File: src/rtl/muldiv_pkg.sv
// Shared encodings for the RV32M multiply/divide unit: funct3 op codes, FSM states,
// the M-extension funct7 value and small decode helpers.
package muldiv_pkg;

  localparam logic [2:0] OP_MUL    = 3'b000;
  localparam logic [2:0] OP_MULH   = 3'b001;
  localparam logic [2:0] OP_MULHSU = 3'b010;
  localparam logic [2:0] OP_MULHU  = 3'b011;
  localparam logic [2:0] OP_DIV    = 3'b100;
  localparam logic [2:0] OP_DIVU   = 3'b101;
  localparam logic [2:0] OP_REM    = 3'b110;
  localparam logic [2:0] OP_REMU   = 3'b111;

  localparam logic [1:0] ST_IDLE = 2'd0;
  localparam logic [1:0] ST_CALC = 2'd1;
  localparam logic [1:0] ST_DONE = 2'd2;

  localparam logic [6:0] FUNCT7_MULDIV = 7'b0000001;

  // Context captured when an op is accepted; sign flags are already cleared for
  // results that were produced directly at accept time.
  typedef struct packed {
    logic [2:0] op;
    logic       neg_a;
    logic       neg_b;
    logic [4:0] rd;
  } op_ctx_t;

  function automatic logic op_a_signed(input logic [2:0] op);
    return (op == OP_MUL) || (op == OP_MULH) || (op == OP_MULHSU) ||
           (op == OP_DIV) || (op == OP_REM);
  endfunction

  function automatic logic op_b_signed(input logic [2:0] op);
    return (op == OP_MUL) || (op == OP_MULH) || (op == OP_DIV) || (op == OP_REM);
  endfunction

endpackage

File: src/rtl/muldiv_sign_fix.sv
// Combinational sign handling: magnitude/sign extraction of incoming operands and
// final negation plus hi/lo or quotient/remainder selection of the finished result.
module muldiv_sign_fix
  import muldiv_pkg::*;
#(
  parameter int XLEN = 32
) (
  input  logic [2:0]        op,
  input  logic [XLEN-1:0]   op_a,
  input  logic [XLEN-1:0]   op_b,
  output logic [XLEN-1:0]   mag_a,
  output logic [XLEN-1:0]   mag_b,
  output logic              neg_a,
  output logic              neg_b,
  input  logic [2:0]        res_op,
  input  logic [2*XLEN-1:0] acc,
  input  logic              res_neg_a,
  input  logic              res_neg_b,
  output logic [XLEN-1:0]   result
);

  logic [2*XLEN-1:0] prod;
  logic [XLEN-1:0]   quo;
  logic [XLEN-1:0]   rem;

  always_comb begin
    neg_a = op_a_signed(op) & op_a[XLEN-1];
    neg_b = op_b_signed(op) & op_b[XLEN-1];
    mag_a = neg_a ? -op_a : op_a;
    mag_b = neg_b ? -op_b : op_b;
  end

  // acc holds {hi, lo} product for multiplies and {remainder, quotient} for divides.
  always_comb begin
    prod = (res_neg_a ^ res_neg_b) ? -acc : acc;
    quo  = (res_neg_a ^ res_neg_b) ? -acc[XLEN-1:0] : acc[XLEN-1:0];
    rem  = res_neg_a ? -acc[2*XLEN-1:XLEN] : acc[2*XLEN-1:XLEN];
    case (res_op)
      OP_MUL:                       result = prod[XLEN-1:0];
      OP_MULH, OP_MULHSU, OP_MULHU: result = prod[2*XLEN-1:XLEN];
      OP_DIV, OP_DIVU:              result = quo;
      default:                      result = rem;
    endcase
  end

endmodule

File: src/rtl/ex_muldiv_unit.sv
// Iterative RV32M multiply/divide unit for the EX stage with front-end stall and flush.
// Build option: define MULDIV_FAST_MUL_EN for a single-cycle multiplier (divide stays iterative).
module ex_muldiv_unit
  import muldiv_pkg::*;
#(
  parameter int XLEN   = 32,
  parameter int UNROLL = 1
) (
  input  logic            i_clk,
  input  logic            i_rst,
  input  logic            i_clk_en,
  input  logic            i_valid_e,
  input  logic [2:0]      i_op_e,
  input  logic [XLEN-1:0] i_op_a_e,
  input  logic [XLEN-1:0] i_op_b_e,
  input  logic [4:0]      i_rd_e,
  input  logic            i_flush_h,
  output logic            o_stall_h,
  output logic            o_busy,
  output logic            o_done,
  output logic [XLEN-1:0] o_result,
  output logic [4:0]      o_rd
);

  localparam int STEPS = XLEN / UNROLL;
  localparam int CNT_W = $clog2(STEPS);
  localparam logic [CNT_W-1:0] CNT_LAST = CNT_W'(STEPS - 1);

  logic [1:0]        state_reg, state_next;
  logic [CNT_W-1:0]  cnt_reg;
  logic [2*XLEN-1:0] acc_reg, acc_load;
  logic [XLEN-1:0]   div_reg;
  op_ctx_t           ctx_reg, ctx_load;
  logic [XLEN-1:0]   result_reg;
  logic [4:0]        rd_reg;

  logic [XLEN-1:0] mag_a, mag_b, fixed_result;
  logic            neg_a, neg_b;
  logic            div_zero, overflow, skip_calc;

  muldiv_sign_fix #(.XLEN(XLEN)) u_sign_fix (
    .op        (i_op_e),
    .op_a      (i_op_a_e),
    .op_b      (i_op_b_e),
    .mag_a     (mag_a),
    .mag_b     (mag_b),
    .neg_a     (neg_a),
    .neg_b     (neg_b),
    .res_op    (ctx_reg.op),
    .acc       (acc_reg),
    .res_neg_a (ctx_reg.neg_a),
    .res_neg_b (ctx_reg.neg_b),
    .result    (fixed_result)
  );

  // UNROLL chained steps; each is either a shift-add multiply or a restoring divide step.
  logic [2*XLEN-1:0] stage [UNROLL+1];
  assign stage[0] = acc_reg;

  for (genvar gi = 0; gi < UNROLL; gi++) begin : g_step
    logic [XLEN:0]   add_sum;
    logic [XLEN:0]   shifted;
    logic [XLEN-1:0] diff;
    logic            ge;

    assign add_sum = {1'b0, stage[gi][2*XLEN-1:XLEN]} +
                     (stage[gi][0] ? {1'b0, div_reg} : '0);
    assign shifted = {stage[gi][2*XLEN-1:XLEN], stage[gi][XLEN-1]};
    assign ge      = shifted >= {1'b0, div_reg};
    assign diff    = shifted[XLEN-1:0] - div_reg;
    assign stage[gi+1] = ctx_reg.op[2]
                       ? {(ge ? diff : shifted[XLEN-1:0]), stage[gi][XLEN-2:0], ge}
                       : {add_sum, stage[gi][XLEN-1:1]};
  end

`ifdef MULDIV_FAST_MUL_EN
  logic [2*XLEN-1:0] ext_a, ext_b, fast_prod;
  assign ext_a     = {{XLEN{op_a_signed(i_op_e) & i_op_a_e[XLEN-1]}}, i_op_a_e};
  assign ext_b     = {{XLEN{op_b_signed(i_op_e) & i_op_b_e[XLEN-1]}}, i_op_b_e};
  assign fast_prod = ext_a * ext_b;
`endif

  assign div_zero = i_op_e[2] && (i_op_b_e == '0);
  assign overflow = ((i_op_e == OP_DIV) || (i_op_e == OP_REM)) &&
                    (i_op_a_e == {1'b1, {(XLEN-1){1'b0}}}) && (&i_op_b_e);

  // Results known at accept are parked in acc with sign flags cleared, so the
  // common sign-fix path passes them through unchanged.
  always_comb begin
    acc_load       = {{XLEN{1'b0}}, mag_a};
    ctx_load       = '0;
    ctx_load.op    = i_op_e;
    ctx_load.neg_a = neg_a;
    ctx_load.neg_b = neg_b;
    ctx_load.rd    = i_rd_e;
    skip_calc      = 1'b0;
    if (div_zero) begin
      acc_load       = {i_op_a_e, {XLEN{1'b1}}};
      ctx_load.neg_a = 1'b0;
      ctx_load.neg_b = 1'b0;
      skip_calc      = 1'b1;
    end else if (overflow) begin
      acc_load       = {{XLEN{1'b0}}, i_op_a_e};
      ctx_load.neg_a = 1'b0;
      ctx_load.neg_b = 1'b0;
      skip_calc      = 1'b1;
    end
`ifdef MULDIV_FAST_MUL_EN
    else if (!i_op_e[2]) begin
      acc_load       = fast_prod;
      ctx_load.neg_a = 1'b0;
      ctx_load.neg_b = 1'b0;
      skip_calc      = 1'b1;
    end
`endif
  end

  always_comb begin
    state_next = state_reg;
    if (i_flush_h) begin
      state_next = ST_IDLE;
    end else begin
      case (state_reg)
        ST_IDLE: if (i_valid_e) state_next = skip_calc ? ST_DONE : ST_CALC;
        ST_CALC: if (cnt_reg == CNT_LAST) state_next = ST_DONE;
        ST_DONE: state_next = ST_IDLE;
        default: state_next = ST_IDLE;
      endcase
    end
  end

  always_ff @(posedge i_clk or negedge i_rst) begin
    if (!i_rst) begin
      state_reg  <= ST_IDLE;
      cnt_reg    <= '0;
      acc_reg    <= '0;
      div_reg    <= '0;
      ctx_reg    <= '0;
      result_reg <= '0;
      rd_reg     <= '0;
    end else if (i_clk_en) begin
      state_reg <= state_next;
      case (state_reg)
        ST_IDLE: begin
          if (i_valid_e && !i_flush_h) begin
            acc_reg <= acc_load;
            div_reg <= mag_b;
            ctx_reg <= ctx_load;
            cnt_reg <= '0;
          end
        end
        ST_CALC: begin
          acc_reg <= stage[UNROLL];
          cnt_reg <= cnt_reg + 1'b1;
        end
        ST_DONE: begin
          if (!i_flush_h) begin
            result_reg <= fixed_result;
            rd_reg     <= ctx_reg.rd;
          end
        end
        default: ;
      endcase
    end
  end

  // The finished value is presented during DONE and retained afterwards; a flush
  // in DONE suppresses both the strobe and the update.
  assign o_busy    = (state_reg != ST_IDLE);
  assign o_stall_h = i_valid_e & (state_reg != ST_DONE);
  assign o_done    = (state_reg == ST_DONE) & ~i_flush_h;
  assign o_result  = o_done ? fixed_result : result_reg;
  assign o_rd      = o_done ? ctx_reg.rd : rd_reg;

endmodule

File: config.mk
export PLATFORM = sky130hd
export DESIGN_NAME = ex_muldiv_unit
export DESIGN_NICKNAME = d
export VERILOG_FILES = /design/src/rtl/muldiv_pkg.sv /design/src/rtl/muldiv_sign_fix.sv /design/src/rtl/ex_muldiv_unit.sv
export SDC_FILE = /design/constraint.sdc
export NUM_CORES = 1
export LEC_CHECK = 0
export CAP_MARGIN = 20
export CORE_MARGIN = 2
export CORE_UTILIZATION = 45
export DETAILED_ROUTE_END_ITERATION = 6
export SYNTH_ARGS = -nofsm -noshare
export SYNTH_HDL_FRONTEND = slang
export SYNTH_SLANG_ARGS = --single-unit
export TNS_END_PERCENT = 20
File: constraint.sdc
create_clock -name i_clk -period 8 [get_ports i_clk]
set_input_delay 1.6 -clock i_clk [delete_from_list [all_inputs] [get_ports i_clk]]
set_output_delay 1.6 -clock i_clk [all_outputs]
set_load 0.005 [all_outputs]
==> results of run 1 <==
Yosys cell counts (6+ instances only):
cell type | number | area share (%)
clkbuf_1 | 102 | 2.5
a221oi_1 | 14 | 0.79
or4_1 | 17 | 0.83
o21ai_0 | 201 | 6.5
o21bai_1 | 7 | 0.34
and3_1 | 23 | 0.93
ha_1 | 71 | 5.7
or3_1 | 23 | 0.93
nor4_1 | 20 | 0.81
nand4_1 | 23 | 0.93
inv_1 | 63 | 1.5
buf_1 | 11 | 0.27
a21oi_1 | 182 | 5.9
o221ai_1 | 6 | 0.34
a211oi_1 | 27 | 1.3
nand2_1 | 310 | 7.5
o41ai_1 | 7 | 0.40
o31ai_1 | 38 | 1.8
and2_1 | 12 | 0.49
nor3_1 | 59 | 1.9
o21a_1 | 16 | 0.78
nand2b_1 | 10 | 0.40
mux2_2 | 34 | 2.5
o211ai_1 | 19 | 0.92
nand3_1 | 42 | 1.4
a21o_1 | 25 | 1.2
o22ai_1 | 15 | 0.61
buf_2 | 17 | 0.55
a31oi_1 | 26 | 1.1
o21ai_1 | 40 | 1.3
mux2i_1 | 28 | 1.8
nor2_1 | 169 | 4.1
xor2_1 | 78 | 4.4
a211o_1 | 8 | 0.45
xnor2_1 | 90 | 5.1
dfrtp_1 | 150 | 24
nor2b_1 | 7 | 0.28
area by class of cell:
type / instances / area, um2
Fill cell: 3371 / 16200
Clock buffer: 18 / 429
Multi-Input combinational cell: 1752 / 10900
Timing Repair Buffer: 143 / 1390
Clock inverter: 14 / 165
Sequential cell: 150 / 3750
Inverter: 64 / 240
Tap cell: 448 / 561
per-layer routing:
| metal | global-route usage (%) | vias to the layer above | routed length (um) |
|---|---|---|---|
| li1 | - | 7682 | - |
| met1 | 39.5 | 7675 | 23500 |
| met2 | 53.6 | 736 | 27000 |
| met3 | 4.76 | 171 | 3830 |
| met4 | 18.1 | 0 | 3220 |
| met5 | 0 | - | 0 |
stage by stage:
| stage | total power, W | hold WS (ns) | util (%) |
|---|---|---|---|
| after floorplan | 0.00540 | 0.445 | - |
| after global placement | 0.00705 | 0.459 | 50.0 |
| after detailed placement | 0.00708 | 0.463 | 50.0 |
| after CTS | 0.00796 | 0.479 | 51.7 |
| after global routing | 0.00866 | 0.508 | 51.8 |
| final | 0.00806 | 0.477 | 51.8 |
cells in the final DEF, fill, tap and decap left out, types with 25 or more instances in the layout:
| master | instances |
|---|---|
| xnor2_1 | 89 |
| buf_4 | 26 |
| dfrtp_1 | 149 |
| nand2_1 | 308 |
| clkdlybuf4s50_1 | 115 |
| mux2_2 | 34 |
| a21o_1 | 25 |
| nand3_1 | 42 |
| o21ai_1 | 40 |
| xor2_1 | 77 |
| a31oi_1 | 26 |
| nor3_1 | 59 |
| ha_1 | 71 |
| nor2_1 | 168 |
| o21ai_0 | 201 |
| o31ai_1 | 38 |
| a211oi_1 | 27 |
| mux2i_1 | 28 |
| a21oi_1 | 182 |
| inv_1 | 63 |
worst max-delay path, stage by stage (launching register included):
cell	delay (ns)
dfrtp_1	0.47
inv_1	0.08
buf_4	0.34
ha_1	0.37
and4b_1	0.31
nand4_1	0.65
nor4_1	0.58
o22ai_1	0.13
a21oi_1	0.15
o21ai_1	0.14
o21ai_0	0.21
clkdlybuf4s50_1	0.53
worst paths after layout:
kind / end / slack, ns / cells after the start
worst max-delay path: o_result[14] / 1.98 / 11
worst min register to register: result_reg[16] / 0.48 / 2
max in group asynchronous: acc_reg[55] / 5.80 / 3
worst max register to register: acc_reg[60] / 3.66 / 13
min in group asynchronous: result_reg[11] / 1.17 / 1
worst min-delay path: result_reg[16] / 0.48 / 2
logic make-up (layout without fill, tap and decap cells):
kind of cell / after synthesis / count (layout)
AND/OR/NAND/NOR: 765 / 765
adder cells (fa/ha/maj): 73 / 73
flip-flops: 150 / 150
buffers and inverters: 201 / 239
XOR/XNOR: 168 / 168
AO/OA/AOI/OAI: 682 / 682
multiplexers: 64 / 64
power breakdown:
group          switching [W]  internal [W]  total, W  leakage (nW)
Combinational        0.00347       0.00212   0.00559          5.07
Clock               0.000385      0.000470  0.000855         0.290
Sequential          0.000597       0.00102   0.00162          1.89
Total                0.00445       0.00361   0.00806          7.25
==> impl_metrics.ini, run 1 <==
[route]
vias = 16300
via_per_inst = 6.28
drt_iter0_drc = 1388
wl_um = 57600
drt-pass1-iter-count = 6
postRouteAntennaNets = 0
remaining_drc_errors = 0
wire_per_inst_um = 22.2

[setup_path]
worst_ep_arrival_time_ns = 4.42
worst-path-max-fanout = 33
r2r-start = acc_reg[0]
worstSetupPathType = reg2out
required_ns = 6.40
startpoint = acc_reg[0]
endpoint_kind = primary output
cp-start-kind = flip-flop

[logic_synthesis]
ys_ff_latch = 150
seq_area_frac_synth_pct = 24.3
synth_compound_area_share_pct = 26.8
synthCells = 2103
synth.mux.area_fraction_pct = 4.43
yosys_warnings = 0
synthArstFlopShare_pct = 100
synth_edf_count = 0
synth_top_family_by_area = compound AO/OA/AOI/OAI gates
synth-xor-area-share_pct = 9.52
netlist_area_um2 = 15500
synth_adder_area_share_pct = 6.00
synth_ff_type = dfrtp_1
synth.avg_cell_area_um2 = 7.35
synthSimpleGateAreaFrac_pct = 23.7
syn-num-nets = 2253
yosysUniqueCellTypes = 89

[cells_and_area]
synthToLayoutAreaGrowth_pct = 13.0
fin_area_um2 = 17500
diodes = 0
drive_above_1_share_pct = 6.49
largest_reg_flops = 64
finalNonFillerCells = 2589
fin_nets = 2278

[sta]
fmaxAchievable_mhz = 166
rsz0062_at_grt = no
setup_tns_ns = 0
period_share_pct = 75.3
finalHoldViolCount = 0
tightest_slew_ns = 1.07
slew_viol_final = 0
skew_ns = 0.0169
max-slew-margin-rel_pct = 28.2
setup_slack_ns = 1.98
period_needed_ns = 6.02
finalSetupViolCount = 0

[global_routing]
overflow = 0
grt_pass1_vias = 15700
grt_use_total_pct = 32.0
grt_pass1_wl_um = 89200
antenna_found_initial = 0
grt_start_max_net_pins = 77

[clock_tree]
cts_setup_buffers = 0
cts_tree = yes
cts_buffers = 17
htree_levels = 4
clockRootBuffer = clkbuf_16
clkTransAtPathRegs_ns = 0.07
clkLatencyLatePin_ns = 0.46
cts_resized = 0
cts.sinks = 150
ctsHoldBuffers = 0
clk_path_buf_depth = 2

[run]
max-cap-violations = 0

[floorplan]
io_pins = 117
coreArea_um2 = 33700
initial_utilization_pct = 45.9
dieArea_um2 = 35900
die_w_um = 189
rows = 67
dieHeight_um = 189

[hold_path]
min-delay-start = result_reg[16]
hp-class = reg2reg

[place]
dp.cells = 2555
dpl_cell_area_um2 = 16800
place_hpwl_um = 44400
dp_slack_ns = 2.60
place_congestion = 1.00
port-buffer-count = 116

[status]
status = completed

[power_and_ir_drop]
peakVddDrop_v = 0.000185
p_per_area_nw_per_um2 = 461
p_leak_nw = 7.25
(Power assumes the default switching activity.)
==> run 2, diff against run 1 <==
Settings changed: PLACE_DENSITY set to 0.66.
Clock period 8 ns to 5.1 ns, I/O delays scaled along.
==> impl_metrics.ini, run 2 (same netlist as run 1, synthesis figures left out) <==
[status]
status = completed

[floorplan]
dieArea_um2 = 35900
dieHeight_um = 189
die_w_um = 189
initial_utilization_pct = 45.9
io_pins = 117
coreArea_um2 = 33700
rows = 67

[route]
wl_um = 59700
vias = 16500
wire_per_inst_um = 22.7
remaining_drc_errors = 0
drt-pass1-iter-count = 6
postRouteAntennaNets = 0
drt_iter0_drc = 1438
via_per_inst = 6.28

[sta]
setup_tns_ns = 0
finalHoldViolCount = 0
finalSetupViolCount = 0
period_needed_ns = 5.03
fmaxAchievable_mhz = 199
tightest_slew_ns = 1.17
period_share_pct = 98.5
max-slew-margin-rel_pct = 21.4
slew_viol_final = 0
rsz0062_at_grt = yes
skew_ns = 0.0103

[cells_and_area]
drive_above_1_share_pct = 8.18
post-route-util_pct = 52.9
layout_common_cells = 308 x nand2_1, 201 x o21ai_0, 182 x a21oi_1
largest_reg_flops = 64
synthToLayoutAreaGrowth_pct = 15.4
layout_commonest_cell = nand2_1
fin_nets = 2315

[clock_tree]
clkLatencyLatePin_ns = 0.46
clk_path_buf_depth = 2
cts_tree = yes
cts_setup_buffers = 0
cts.sinks = 150
cts_buffers = 17
htree_levels = 4
clockRootBuffer = clkbuf_16
clkTransAtPathRegs_ns = 0.07

[run]
max-cap-violations = 0

[setup_path]
rr_worst_depth = 13
cp-start-kind = flip-flop
endpoint_kind = primary output
path_cells = or4_1, nor2_1, nand4_1, or2_1, nor2_1, a31oi_1, a22o_1, a221oi_1, o21ai_1, clkdlybuf4s50_1
r2r-start = acc_reg[0]
worst-path-max-fanout = 9
worstSetupPathType = reg2out
worst_ep_arrival_time_ns = 4.01
r2r_end = acc_reg[60]
crit_slowest_cell = or4_1
cpMostUsedCell = nor2_1
required_ns = 4.08
path_buf_inv = 1
critPathMaxStageDelay_ns = 0.62
ff2ff_setup_slack_ns = 0.68
critPathTopFamily = simple AND/OR/NAND/NOR gates

[global_routing]
overflow = 0
grt_pass1_vias = 15600
grt_use_total_pct = 33.2
grt_start_max_net_pins = 94
antenna_found_initial = 0
grt_pass1_wl_um = 91600

[hold_path]
hold_end = result_reg[26]
min-delay-start = result_reg[26]
hp-class = reg2reg
hold_depth = 2

[place]
port-buffer-count = 116
place_congestion = 1.00
place_hpwl_um = 46300

[power_and_ir_drop]
p_leak_nw = 7.47
p_per_area_nw_per_um2 = 734
peakVddDrop_v = 0.000322
run 2: cell count changes in the layout (fill, tap and decap cells not counted), sizes merged:
cell	delta
buf	+37
bufinv	+2
diode	+1
clkinv	-1
clkbuf	+1
inv	-3
run 2: worst max-delay path by stage:
stage,startpoint,endpoint,slack (ns),depth (start not counted)
final,acc_reg[40],o_result[21],0.07,10
after CTS,acc_reg[18],o_result[26],0.04,9
after detailed placement,i_op_a_e[2],acc_reg[26],0.38,11
after floorplan,acc_reg[32],o_result[28],1.48,11
after global placement,i_op_a_e[26],acc_reg[26],0.37,10
after global routing,acc_reg[40],o_result[21],-0.04,10
run 2: layout make-up:
| type | instances | area (um2) |
|---|---|---|
| Multi-Input combinational cell | 1752 | 11000 |
| Inverter | 64 | 240 |
| Clock inverter | 12 | 191 |
| Sequential cell | 150 | 3750 |
| Tap cell | 448 | 561 |
| Timing Repair Buffer | 180 | 1680 |
| Antenna cell | 1 | 2.50 |
| Fill cell | 3301 | 15900 |
| Clock buffer | 19 | 453 |
run 2: worst reg2reg max path, stage by stage, from the launching register on:
cell and delay, ns:
dfrtp_1 0.38, inv_1 0.10, buf_4 0.35, nor2_1 0.16
ha_1 0.32, a211oi_1 0.35, o21ai_0 0.28, o21ai_0 0.43
o31ai_1 0.21, a311oi_1 0.76, nor3_1 0.17, a211o_1 0.32
a211oi_1 0.30, o211ai_1 0.13
run 2: what timing repair did:
item                       4_1_cts  5_1_grt
setup endpoints to repair        0       11
gates resized for setup          0        3
hold buffers                     0        0
run 2: power breakdown:
group | total [W] | internal (W) | switching [W]
combinational | 0.00940 | 0.00348 | 0.00592
clock | 0.00145 | 0.000853 | 0.000592
sequential | 0.00224 | 0.00161 | 0.000632
run 2: per-layer routing:
metal	vias up	share of wire [%]	GRT usage [%]
li1	7731	-	-
met1	7787	41	41.4
met2	779	46	54.1
met3	186	7.5	6.06
met4	0	6.0	18.8
met5	-	0	0
run 2: metrics by stage:
step	cells	total power (W)	instance area, um2	hold slack (ns)	setup slack, ns
2_1_floorplan	2103	0.00847	15500	0.445	1.48
3_3_place_gp	2593	0.0113	17200	0.460	0.369
3_5_place_dp	2593	0.0114	17200	0.467	0.376
4_1_cts	2624	0.0129	17800	0.482	0.0361
5_1_grt	2625	0.0140	17800	0.501	-0.0446
6_report	2626	0.0131	17800	0.476	0.0750
